===== src/rtl/rcvr_pkg.sv =====
// Shared constants and state encoding for the receiver-bank arbiter.
package rcvr_pkg;

    localparam int unsigned BYTE_W      = 8;
    localparam int unsigned RCVR_NUM_CH = 4;

    localparam logic [1:0] ST_IDLE    = 2'd0;
    localparam logic [1:0] ST_GRANT   = 2'd1;
    localparam logic [1:0] ST_PRESENT = 2'd2;

    typedef enum logic [1:0] {
        StIdle    = ST_IDLE,
        StGrant   = ST_GRANT,
        StPresent = ST_PRESENT
    } state_e;

endpackage


===== src/rtl/rcvr_rr_pick.sv =====
// Combinational round-robin selector: first set request after last_i, wrapping at NUM_CH.
module rcvr_rr_pick #(
    parameter int unsigned NUM_CH = 4,
    parameter int unsigned CH_W   = 2
) (
    input  logic [NUM_CH-1:0] req_i,
    input  logic [CH_W-1:0]   last_i,
    output logic              any_o,
    output logic [CH_W-1:0]   idx_o
);

    logic [CH_W:0]   cand_sum;
    logic [CH_W-1:0] cand;

    // Walk candidates last+1 .. last+NUM_CH (mod NUM_CH); first hit wins.
    always_comb begin
        any_o    = 1'b0;
        idx_o    = '0;
        cand_sum = '0;
        cand     = '0;
        for (int k = 1; k <= int'(NUM_CH); k++) begin
            cand_sum = {1'b0, last_i} + (CH_W+1)'(k);
            if (cand_sum >= (CH_W+1)'(NUM_CH)) begin
                cand_sum = cand_sum - (CH_W+1)'(NUM_CH);
            end
            cand = cand_sum[CH_W-1:0];
            if (!any_o && req_i[cand]) begin
                any_o = 1'b1;
                idx_o = cand;
            end
        end
    end

endmodule


===== src/rtl/rcvr_arbiter.sv =====
// Round-robin arbiter sharing one byte sink between NUM_CH serial receivers.
// Optional per-channel overrun counters are enabled with RCVR_ARBITER_OVR_CNT_EN.
module rcvr_arbiter
    import rcvr_pkg::*;
#(
    parameter int unsigned NUM_CH = RCVR_NUM_CH,
    parameter int unsigned CH_W   = 2
) (
    input  logic                     clock,
    input  logic                     reset,
    input  logic [NUM_CH-1:0]        ch_ready_i,
    input  logic [NUM_CH-1:0]        ch_overrun_i,
    input  logic [BYTE_W*NUM_CH-1:0] ch_data_i,
    output logic [NUM_CH-1:0]        ch_reading_o,
    output logic                     out_valid_o,
    output logic [BYTE_W-1:0]        out_data_o,
    output logic [CH_W-1:0]          out_chan_o,
    output logic                     out_ovr_o,
    input  logic                     out_ack_i
`ifdef RCVR_ARBITER_OVR_CNT_EN
    ,
    input  logic                     ovr_clr_i,
    output logic [BYTE_W*NUM_CH-1:0] ovr_cnt_o
`endif
);

    state_e              state_q, state_d;
    logic [CH_W-1:0]     grant_idx_q, grant_idx_d;
    logic [CH_W-1:0]     ptr_q, ptr_d;
    logic [NUM_CH-1:0]   ch_reading_q, ch_reading_d;
    logic                out_valid_q, out_valid_d;
    logic [BYTE_W-1:0]   out_data_q, out_data_d;
    logic [CH_W-1:0]     out_chan_q, out_chan_d;
    logic                out_ovr_q, out_ovr_d;
    logic                pick_any;
    logic [CH_W-1:0]     pick_idx;
    logic [BYTE_W-1:0]   ch_byte [NUM_CH];

    for (genvar g = 0; g < int'(NUM_CH); g++) begin : g_unpack
        assign ch_byte[g] = ch_data_i[g*BYTE_W +: BYTE_W];
    end

    rcvr_rr_pick #(
        .NUM_CH (NUM_CH),
        .CH_W   (CH_W)
    ) u_pick (
        .req_i  (ch_ready_i),
        .last_i (ptr_q),
        .any_o  (pick_any),
        .idx_o  (pick_idx)
    );

    // State register.
    always_ff @(posedge clock) begin
        if (reset) state_q <= StIdle;
        else       state_q <= state_d;
    end

    // Next-state logic: GRANT always lasts exactly one cycle.
    always_comb begin
        state_d = state_q;
        unique case (state_q)
            StIdle:    if (pick_any) state_d = StGrant;
            StGrant:   state_d = StPresent;
            StPresent: if (out_ack_i) state_d = StIdle;
            default:   state_d = StIdle;
        endcase
    end

    // Output/datapath next values; ch_reading is registered so it is high only during GRANT.
    always_comb begin
        grant_idx_d  = grant_idx_q;
        ptr_d        = ptr_q;
        ch_reading_d = '0;
        out_valid_d  = out_valid_q;
        out_data_d   = out_data_q;
        out_chan_d   = out_chan_q;
        out_ovr_d    = out_ovr_q;
        unique case (state_q)
            StIdle: begin
                if (pick_any) begin
                    grant_idx_d  = pick_idx;
                    ptr_d        = pick_idx;
                    ch_reading_d = NUM_CH'(1) << pick_idx;
                end
            end
            StGrant: begin
                out_data_d  = ch_byte[grant_idx_q];
                out_ovr_d   = ch_overrun_i[grant_idx_q];
                out_chan_d  = grant_idx_q;
                out_valid_d = 1'b1;
            end
            StPresent: begin
                if (out_ack_i) out_valid_d = 1'b0;
            end
            default: begin
                out_valid_d = 1'b0;
            end
        endcase
    end

    // Datapath registers; pointer resets to NUM_CH-1 so channel 0 is searched first.
    always_ff @(posedge clock) begin
        if (reset) begin
            grant_idx_q  <= '0;
            ptr_q        <= CH_W'(NUM_CH - 1);
            ch_reading_q <= '0;
            out_valid_q  <= 1'b0;
            out_data_q   <= '0;
            out_chan_q   <= '0;
            out_ovr_q    <= 1'b0;
        end else begin
            grant_idx_q  <= grant_idx_d;
            ptr_q        <= ptr_d;
            ch_reading_q <= ch_reading_d;
            out_valid_q  <= out_valid_d;
            out_data_q   <= out_data_d;
            out_chan_q   <= out_chan_d;
            out_ovr_q    <= out_ovr_d;
        end
    end

    assign ch_reading_o = ch_reading_q;
    assign out_valid_o  = out_valid_q;
    assign out_data_o   = out_data_q;
    assign out_chan_o   = out_chan_q;
    assign out_ovr_o    = out_ovr_q;

`ifdef RCVR_ARBITER_OVR_CNT_EN
    logic [BYTE_W-1:0] ovr_cnt_q [NUM_CH];

    // Saturating overrun counters; clear wins over increment.
    always_ff @(posedge clock) begin
        if (reset || ovr_clr_i) begin
            for (int i = 0; i < int'(NUM_CH); i++) ovr_cnt_q[i] <= '0;
        end else if (state_q == StGrant && ch_overrun_i[grant_idx_q] &&
                     ovr_cnt_q[grant_idx_q] != '1) begin
            ovr_cnt_q[grant_idx_q] <= ovr_cnt_q[grant_idx_q] + BYTE_W'(1);
        end
    end

    for (genvar g = 0; g < int'(NUM_CH); g++) begin : g_cnt_out
        assign ovr_cnt_o[g*BYTE_W +: BYTE_W] = ovr_cnt_q[g];
    end
`endif

endmodule


===== config.mk =====
export PLATFORM = sky130hd
export DESIGN_NAME = rcvr_arbiter
export DESIGN_NICKNAME = d
export VERILOG_FILES = /design/src/rtl/rcvr_pkg.sv /design/src/rtl/rcvr_rr_pick.sv /design/src/rtl/rcvr_arbiter.sv
export SDC_FILE = /design/constraint.sdc
export NUM_CORES = 1
export LEC_CHECK = 0
export ABC_AREA = 1
export CAP_MARGIN = 25
export CORE_MARGIN = 2
export CORE_UTILIZATION = 35
export DETAILED_ROUTE_END_ITERATION = 10
export PLACE_DENSITY = 0.78
export SLEW_MARGIN = 0
export SYNTH_ARGS = -nofsm -noshare
export SYNTH_HDL_FRONTEND = slang
export SYNTH_SLANG_ARGS = --single-unit

===== constraint.sdc =====
create_clock -name clock -period 3.8 [get_ports clock]
set_clock_uncertainty 0.05 [all_clocks]
set_input_delay 0.76 -clock clock [delete_from_list [all_inputs] [get_ports clock]]
set_output_delay 0.76 -clock clock [all_outputs]
set_load 0.05 [all_outputs]

* After elaboration in Yosys (flattened, before gate mapping)
Cells that the tools add are included.
Storage, ports and cells: RAM bits 0, latch bits 0, word-level logic and storage cells 75, ROM bits 0, input bits 43, bits in registers 22, memories kept 0, output and inout bits 16
Operators by class: divide/modulo/power cells 0, reduce and logical (&&, ||, !) cells 11, equal/unequal tests 4, mux-type cells 30, bitwise logic cells 3, add/subtract/negate cells 8, $mul 0, shifts and indexed selects 1, $lt $le $gt $ge 10
Operator list (number):
- 2-bit 2-to-1 mux | 10
- 8-bit binary-select mux with 2-bit select | 1
- 8-bit 2-to-1 mux | 2
- 3-bit >= comparator (second input constant) | 5
- 2-bit by 3-bit less-than comparator with 1-bit output (second input constant) | 5
- 1-bit binary-select mux with 2-bit select | 5
- 1-bit 2-to-1 mux | 10
- 2-bit by 1-bit subtractor with 2-bit output (second input constant) | 4
- 2-bit by 2-bit adder with 3-bit output (second input constant) | 2
- 2-bit one-hot mux with 3 select lines | 1
- 2-bit AND reduction | 3
- 2-bit != test (second input constant) | 2
- 1-bit by 2-bit << shifter with 4-bit output (first input constant) | 1
- 2-bit by 1-bit adder with 3-bit output (second input constant) | 1
- 2-bit by 3-bit adder with 3-bit output (second input constant) | 1
- 1-bit logical AND | 3
- 1-bit logical NOT | 3
- 2-bit NOT with 3-bit output | 1
- 1-bit one-hot mux with 3 select lines | 1
- 3-bit OR reduction | 1
- 2-bit by 1-bit == test with 1-bit output (second input constant) | 1
- 2-bit == test (second input constant) | 1
- 2-bit logical NOT | 1
- 1-bit NOT | 2

* Longest topological paths before layout
Gate-level depths: netlist (run 1).
depth after elaboration 17, mapped depth 12, mapped depth without buffers 12

* Cells and area by module
Synthesis (run 1) repeated with hierarchy kept, for this count alone.
Unflattened totals: cells, all modules 206, area total of the unflattened synthesis 1330.0 sq um
By module, submodules not included:
- rcvr_arbiter | area each 1039.7 sq um, instances 1, cells an instance 157
- rcvr_rr_pick | area each 290.3 sq um, instances 1, cells an instance 49

* Least setup slack after synthesis (run 1)
OpenSTA, ideal clock, no wires.
kind input to register, start input port ch_ready_i[1], end register grant_idx_q[0], arrival time 1.536 ns, buffers on the path 0, stages 10, slack 2.083 ns, data required time 3.619 ns, cell sequence inv_1 nand2_2 nand3_1 nand2_2 nor2_4 nand3_1 nand2_2 inv_1 nand2_2 a21oi_2
Between the ends: longest elaborated chain between the ends 13, elaborated cells between the ends (all ways) 23
Ends and longest elaborated chain:
- from (decl) | RTL line rcvr_arbiter.sv:11 | input logic [NUM_CH-1:0] ch_ready_i,
- 1-bit binary-select mux with 2-bit select | RTL line rcvr_rr_pick.sv:27 | if (!any_o && req_i[cand]) begin
- 1-bit 2-to-1 mux (implied by the code) | RTL line rcvr_rr_pick.sv:27
- 1-bit 2-to-1 mux | RTL line rcvr_rr_pick.sv:27
- 1-bit logical NOT | RTL line rcvr_rr_pick.sv:27
- 1-bit logical AND | RTL line rcvr_rr_pick.sv:27
- 1-bit 2-to-1 mux | RTL line rcvr_rr_pick.sv:27
- 1-bit logical NOT | RTL line rcvr_rr_pick.sv:27
- 1-bit logical AND | RTL line rcvr_rr_pick.sv:27
- 1-bit 2-to-1 mux | RTL line rcvr_rr_pick.sv:27
- 1-bit logical NOT | RTL line rcvr_rr_pick.sv:27
- 1-bit logical AND | RTL line rcvr_rr_pick.sv:27
- 1-bit 2-to-1 mux | RTL line rcvr_rr_pick.sv:27
- 2-bit AND reduction (no line)
- to (signal assigned) | RTL line rcvr_arbiter.sv:113 | grant_idx_q <= grant_idx_d;
- to (decl) | RTL line rcvr_arbiter.sv:28 | logic [CH_W-1:0] grant_idx_q, grant_idx_d;
Several ways; a longest one is shown, not always the timed one. The select of a mux whose other input is x is not followed. A chain may end at the register's enable or synchronous reset.

* Worst setup path in the final report (run 1)
start register out_data_q[5], in the netlist out_data_o[5], end output port out_data_o[5]
RTL lines:
- from (decl) | RTL line rcvr_arbiter.sv:32 | logic [BYTE_W-1:0] out_data_q, out_data_d;
- from (signal assigned) | RTL line rcvr_arbiter.sv:117 | out_data_q <= out_data_d;
- to (decl) | RTL line rcvr_arbiter.sv:16 | output logic [BYTE_W-1:0] out_data_o,
No word-level cell between the ends.

==> results of run 1 <==
-- cell usage in the layout (no fill, tap or decap), types with 2 or more instances in the layout --
master	synthesis	routed
a21oi_1	6	6
clkbuf_4	0	3
clkdlybuf4s50_1	0	58
dfxtp_1	22	22
inv_1	23	23
inv_2	3	3
nand2_1	31	31
nand2_2	10	10
nand3_1	7	7
nand3_2	2	2
nor2_1	42	42
nor2_4	2	2
o21ai_0	32	32
o22ai_1	9	9
-- metrics by stage --
step	instances	util (%)	power, mW	instance area, um^2	worst slack (ps)
finish	304	56.9	1.50	1940	1490
CTS	304	56.9	1.51	1940	1480
floorplan	202	-	1.08	1280	2080
detailed placement	300	55.3	1.33	1890	1460
global placement	300	55.3	1.32	1890	1460
global route	304	56.9	1.62	1940	1440
-- worst reg2reg max path, stage by stage, from the launching register on --
cell and delay (ps):
dfxtp_1 730, inv_1 420, o21ai_0 280, o22ai_1 100
o21ai_0 140, inv_1 50
-- final cells by class --
class                           count  share of cell area (%)
Sequential cell                    22                    22.7
Clock inverter                      1                    1.55
Clock buffer                        3                    1.16
Inverter                           26                    5.02
Timing Repair Buffer               59                    30.3
Multi-Input combinational cell    147                    36.4
Tap cell                           46                    2.96
-- registers in the layout (all words and copies together), names as in the netlist --
register / flops
ch_reading_o: 4
out_chan_o: 2
grant_idx_q: 2
out_valid_o: 1
out_data_o: 8
state_q: 2
ptr_q: 2
out_ovr_o: 1
-- power breakdown --
group	switching [mW]	internal [mW]	total, mW
registers	0.0909	0.313	0.404
clock network	0.0747	0.107	0.181
logic	0.592	0.326	0.918
-- cell families after synthesis --
logic type	after synthesis
and+or+nand+nor	97
buffers and inverters	33
DFF	22
AOI/OAI and AO/OA	50
-- final timing paths --
check,end,slack (ps),cells after the start
setup / recovery,out_data_o[5],1490,1
hold / removal,out_valid_o,450,1
hold reg to reg,out_valid_o,450,1
setup reg to reg,out_data_o[3],1930,5
-- routing by layer --
layer  vias to the layer above  routed length (um)  share of wire, %
met2                        46                1370                45
met5                         -                   0                 0
met4                         0                  47               1.5
li1                        761                   -                 -
met1                       594                1390                45
met3                         5                 258               8.4
==> impl_metrics.tcl, run 1 <==
set metrics [dict create \
    period_minus_slack_ps 2310 \
    ys_async_sr_fraction_pct 0 \
    setup_viol 0 \
    synth_top_area_share_pct 34.4 \
    dpl.hpwl_mm 2.38 \
    grt_pass1_vias 1250 \
    cp.required_ps 2990 \
    rsz0062_at_grt "no" \
    r2r_start "grant_idx_q[0]" \
    die_h_um 64.4 \
    synth_cell_types 20 \
    antenna_found_initial 0 \
    crit_chain "clkdlybuf4s50_1" \
    row_count 21 \
    synth_nets 245 \
    syn_area_um2 1280 \
    ant_nets 0 \
    hp-class "register to register" \
    syn_to_final_growth_pct 52.0 \
    finalWirelength_mm 3.06 \
    worst_ir_drop_vdd_mv 0.266 \
    cts_resized 0 \
    path_delay_family "buffers and inverters" \
    worst_slew_pin_slew_ps 629 \
    postCtsHoldBufs 0 \
    tns_ps 0 \
    grt_max_degree 21 \
    multi_input_area_um2 707 \
    synthCells 202 \
    die_area_um2 4150 \
    use_met2_pct 26.4 \
    fin_crit_sh_pct 60.7 \
    grt_first_pass_wirelength_mm 5.16 \
    synth-compound-area-share_pct 20.9 \
    synth_fa_ha_area_share_pct 0 \
    status "finished clean" \
    synth-main-ff-cell "dfxtp_1" \
    first_iter_violations 47 \
    synth_mux_area_share_pct 0 \
    vias 1406 \
    seqCellArea_um2 440 \
    synth-xor-area-share_pct 0 \
    synthTopCellsByArea "dfxtp_1 (34%), o21ai_0 (13%), nor2_1 (12%), nand2_1 (9.1%), inv_1 (6.8%)" \
    synth_edf_count 0 \
    die_w_um 64.4 \
    synth_top_cell_by_area "dfxtp_1" \
    ys_ff_latch 22 \
    route.detailed.drc 0 \
    cts_tree "built" \
    grtUsageMet1_pct 18.2 \
    max_slew_margin_pct 58.0 \
    h-tree-depth 1 \
    numCtsBuffers 3 \
    hold_viol 0 \
    first_pass_iters 4 \
    layout.nets 302 \
    synth-simple-area-share_pct 34.3 \
    yosysMostFrequentCell "nor2_1" \
    hold_start "state_q[1]" \
    end_kind "output port" \
    root_buffer "clkbuf_4" \
    cp_num_buf_inv 1 \
    cts.reportedPaths.clkPinSlew_ps 130 \
    setup.worst_path.start "out_data_o[5]" \
    cp_data_arrival_time_ps 1500 \
    cp_max_fo 2 \
    crit_path_start_kind "register" \
    yosys_warnings 0 \
    io_buffers 58 \
    crit_type "register to output port" \
    fmax_mhz 433 \
    diodes 0 \
    drive_above_1_share_pct 9.30 \
    synth_top_family_by_area "simple AND/OR/NAND/NOR gates" \
    gp_congestion 0.932 \
    p_leak_nw 0.895 \
    avgSynthCellArea_um2 6.33 \
    cp_slowest_stage_delay_ps 830 \
    busiest_layer "met2" \
    core_um2 3420 \
    start_util_pct 37.4 \
    overflow 0 \
    numClockSinks 22 \
    crit_slowest_cell "clkdlybuf4s50_1" \
    maxCapViolCount 0 \
    synthTopCellsByCount "nor2_1 (42), o21ai_0 (32), nand2_1 (31)" \
    viasPerCell 4.63 \
    track_usage_pct 15.6 \
    cts_buffer_depth 2 \
    ys_seq_area_share_pct 34.4 \
    final.fill_count 358 \
    ios 59 \
    slew_viol_final 0 \
    cts_setup_buffers 0 \
    power_density_nw_per_um2 774 \
    avgRoutedWirePerCell_um 10.1 \
    insertion_delay_ps 320 \
    met3_usage_pct 4.69 \
    whs_ps 447 \
]
Note: power is estimated with default switching activity, not from simulation.
==> inputs of run 2 (changes only) <==
clock period = 2.4 ns   (was 3.8 ns; I/O delays follow)
==> impl_metrics.tcl, run 2 (synthesis results as in run 1) <==
set metrics [dict create \
    status "finished clean" \
    route.detailed.drc 0 \
    max_slew_margin_pct 64.2 \
    vias 1435 \
    final_cell_mix "clkdlybuf4s50_1 (58), nor2_1 (42), o21ai_0 (32), nand2_1 (31), inv_1 (23)" \
    dpl.hpwl_mm 2.49 \
    grt_pass1_vias 1299 \
    whs_ps 441 \
    period_minus_slack_ps 2020 \
    hold_start "state_q[1]" \
    grt_max_degree 20 \
    fmax_mhz 495 \
    cts_buffer_depth 2 \
    diodes 0 \
    worst_slew_pin_slew_ps 535 \
    power_density_nw_per_um2 1230 \
    cts_setup_buffers 0 \
    avgRoutedWirePerCell_um 10.4 \
    postCtsHoldBufs 0 \
    p_leak_nw 0.905 \
    layout.nets 304 \
    antenna_found_initial 0 \
    syn_to_final_growth_pct 53.1 \
    end_kind "output port" \
    cts_tree "built" \
    crit_type "register to output port" \
    largest_reg_flops 8 \
    first_pass_iters 4 \
    cp_slowest_stage_delay_ps 830 \
    viasPerCell 4.69 \
    tns_ps 0 \
    numCtsBuffers 3 \
    crit_path_start_kind "register" \
    rsz0062_at_grt "no" \
    crit_chain "clkdlybuf4s50_1" \
    cp_data_arrival_time_ps 1490 \
    hold_viol 0 \
    fin_crit_sh_pct 84.1 \
    root_buffer "clkbuf_4" \
    drive_above_1_share_pct 10.0 \
    io_buffers 58 \
    die_w_um 64.4 \
    insertion_delay_ps 310 \
    maxCapViolCount 0 \
    ios 59 \
    setup.worst_path.start "out_data_o[5]" \
    row_count 21 \
    worst_ir_drop_vdd_mv 0.408 \
    cp_num_buf_inv 1 \
    slew_viol_final 0 \
    overflow 0 \
    final_common_cell "clkdlybuf4s50_1" \
    cts_resized 0 \
    numClockSinks 22 \
    final.fill_count 329 \
    path_delay_family "buffers and inverters" \
    seqCellArea_um2 440 \
    track_usage_pct 15.9 \
    grt_first_pass_wirelength_mm 5.33 \
    core_um2 3420 \
    cp.required_ps 1870 \
    cp_max_fo 2 \
    hp-class "register to register" \
    crit_slowest_cell "clkdlybuf4s50_1" \
    die_area_um2 4150 \
    r2r_start "ptr_q[0]" \
    finalWirelength_mm 3.20 \
    first_iter_violations 42 \
    h-tree-depth 1 \
    gp_congestion 0.927 \
    cts.reportedPaths.clkPinSlew_ps 130 \
    start_util_pct 37.4 \
    die_h_um 64.4 \
    setup_viol 0 \
    ant_nets 0 \
    multi_input_area_um2 707 \
]
## run 2: cell count changes in the layout (fill, tap and decap cells not counted), sizes merged
| cell | delta |
|---|---|
| buf | +2 |
## run 2: power by group
part           switching (mW)  internal (mW)
Sequential              0.107          0.495
Clock                   0.114          0.169
Combinational           0.987          0.529
Total                    1.21           1.19
## run 2: worst register-to-register path, delay by kind of cell, from the launching register on
family          cells  cell delay, ps
compound gates      1             110
buf+inv             1             160
flops               1             600
simple gates       10             830
## run 2: routing by layer
layer / wire length [um] / up-vias / share of wire, % / global-route usage (%)
li1: - / 766 / - / -
met2: 1480 / 47 / 46 / 28.8
met3: 261 / 2 / 8.2 / 5.21
met4: 13 / 0 / 0.41 / 3.99
met1: 1440 / 620 / 45 / 17.9
met5: 0 / - / 0 / 0
## run 2: through the flow
stage                     setup WS (ps)  instance area (um^2)  util [%]  total power, mW  instances
after floorplan                     963                  1280         -             1.72        202
after global placement              345                  1910      55.8             2.12        302
after detailed placement            364                  1910      55.8             2.13        302
after CTS                           366                  1960      57.3             2.42        306
after global routing                306                  1960      57.3             2.60        306
final                               381                  1960      57.3             2.40        306
## run 2: layout make-up
type / instances / share of cell area [%]
clock buffer: 3 / 1.15
clock inverter: 1 / 1.53
inverter: 26 / 4.98
multi-input combinational: 147 / 36.1
sequential: 22 / 22.5
tap: 46 / 2.94
timing repair buffer: 61 / 30.8
## run 2: final timing paths
kind                                  endpoint  slack (ps)  cells after the start
worst max register to register  grant_idx_q[0]         590                     12
worst min register to register     out_valid_o         440                      1
worst min-delay path               out_valid_o         440                      1
worst max-delay path             out_data_o[5]         380                      1
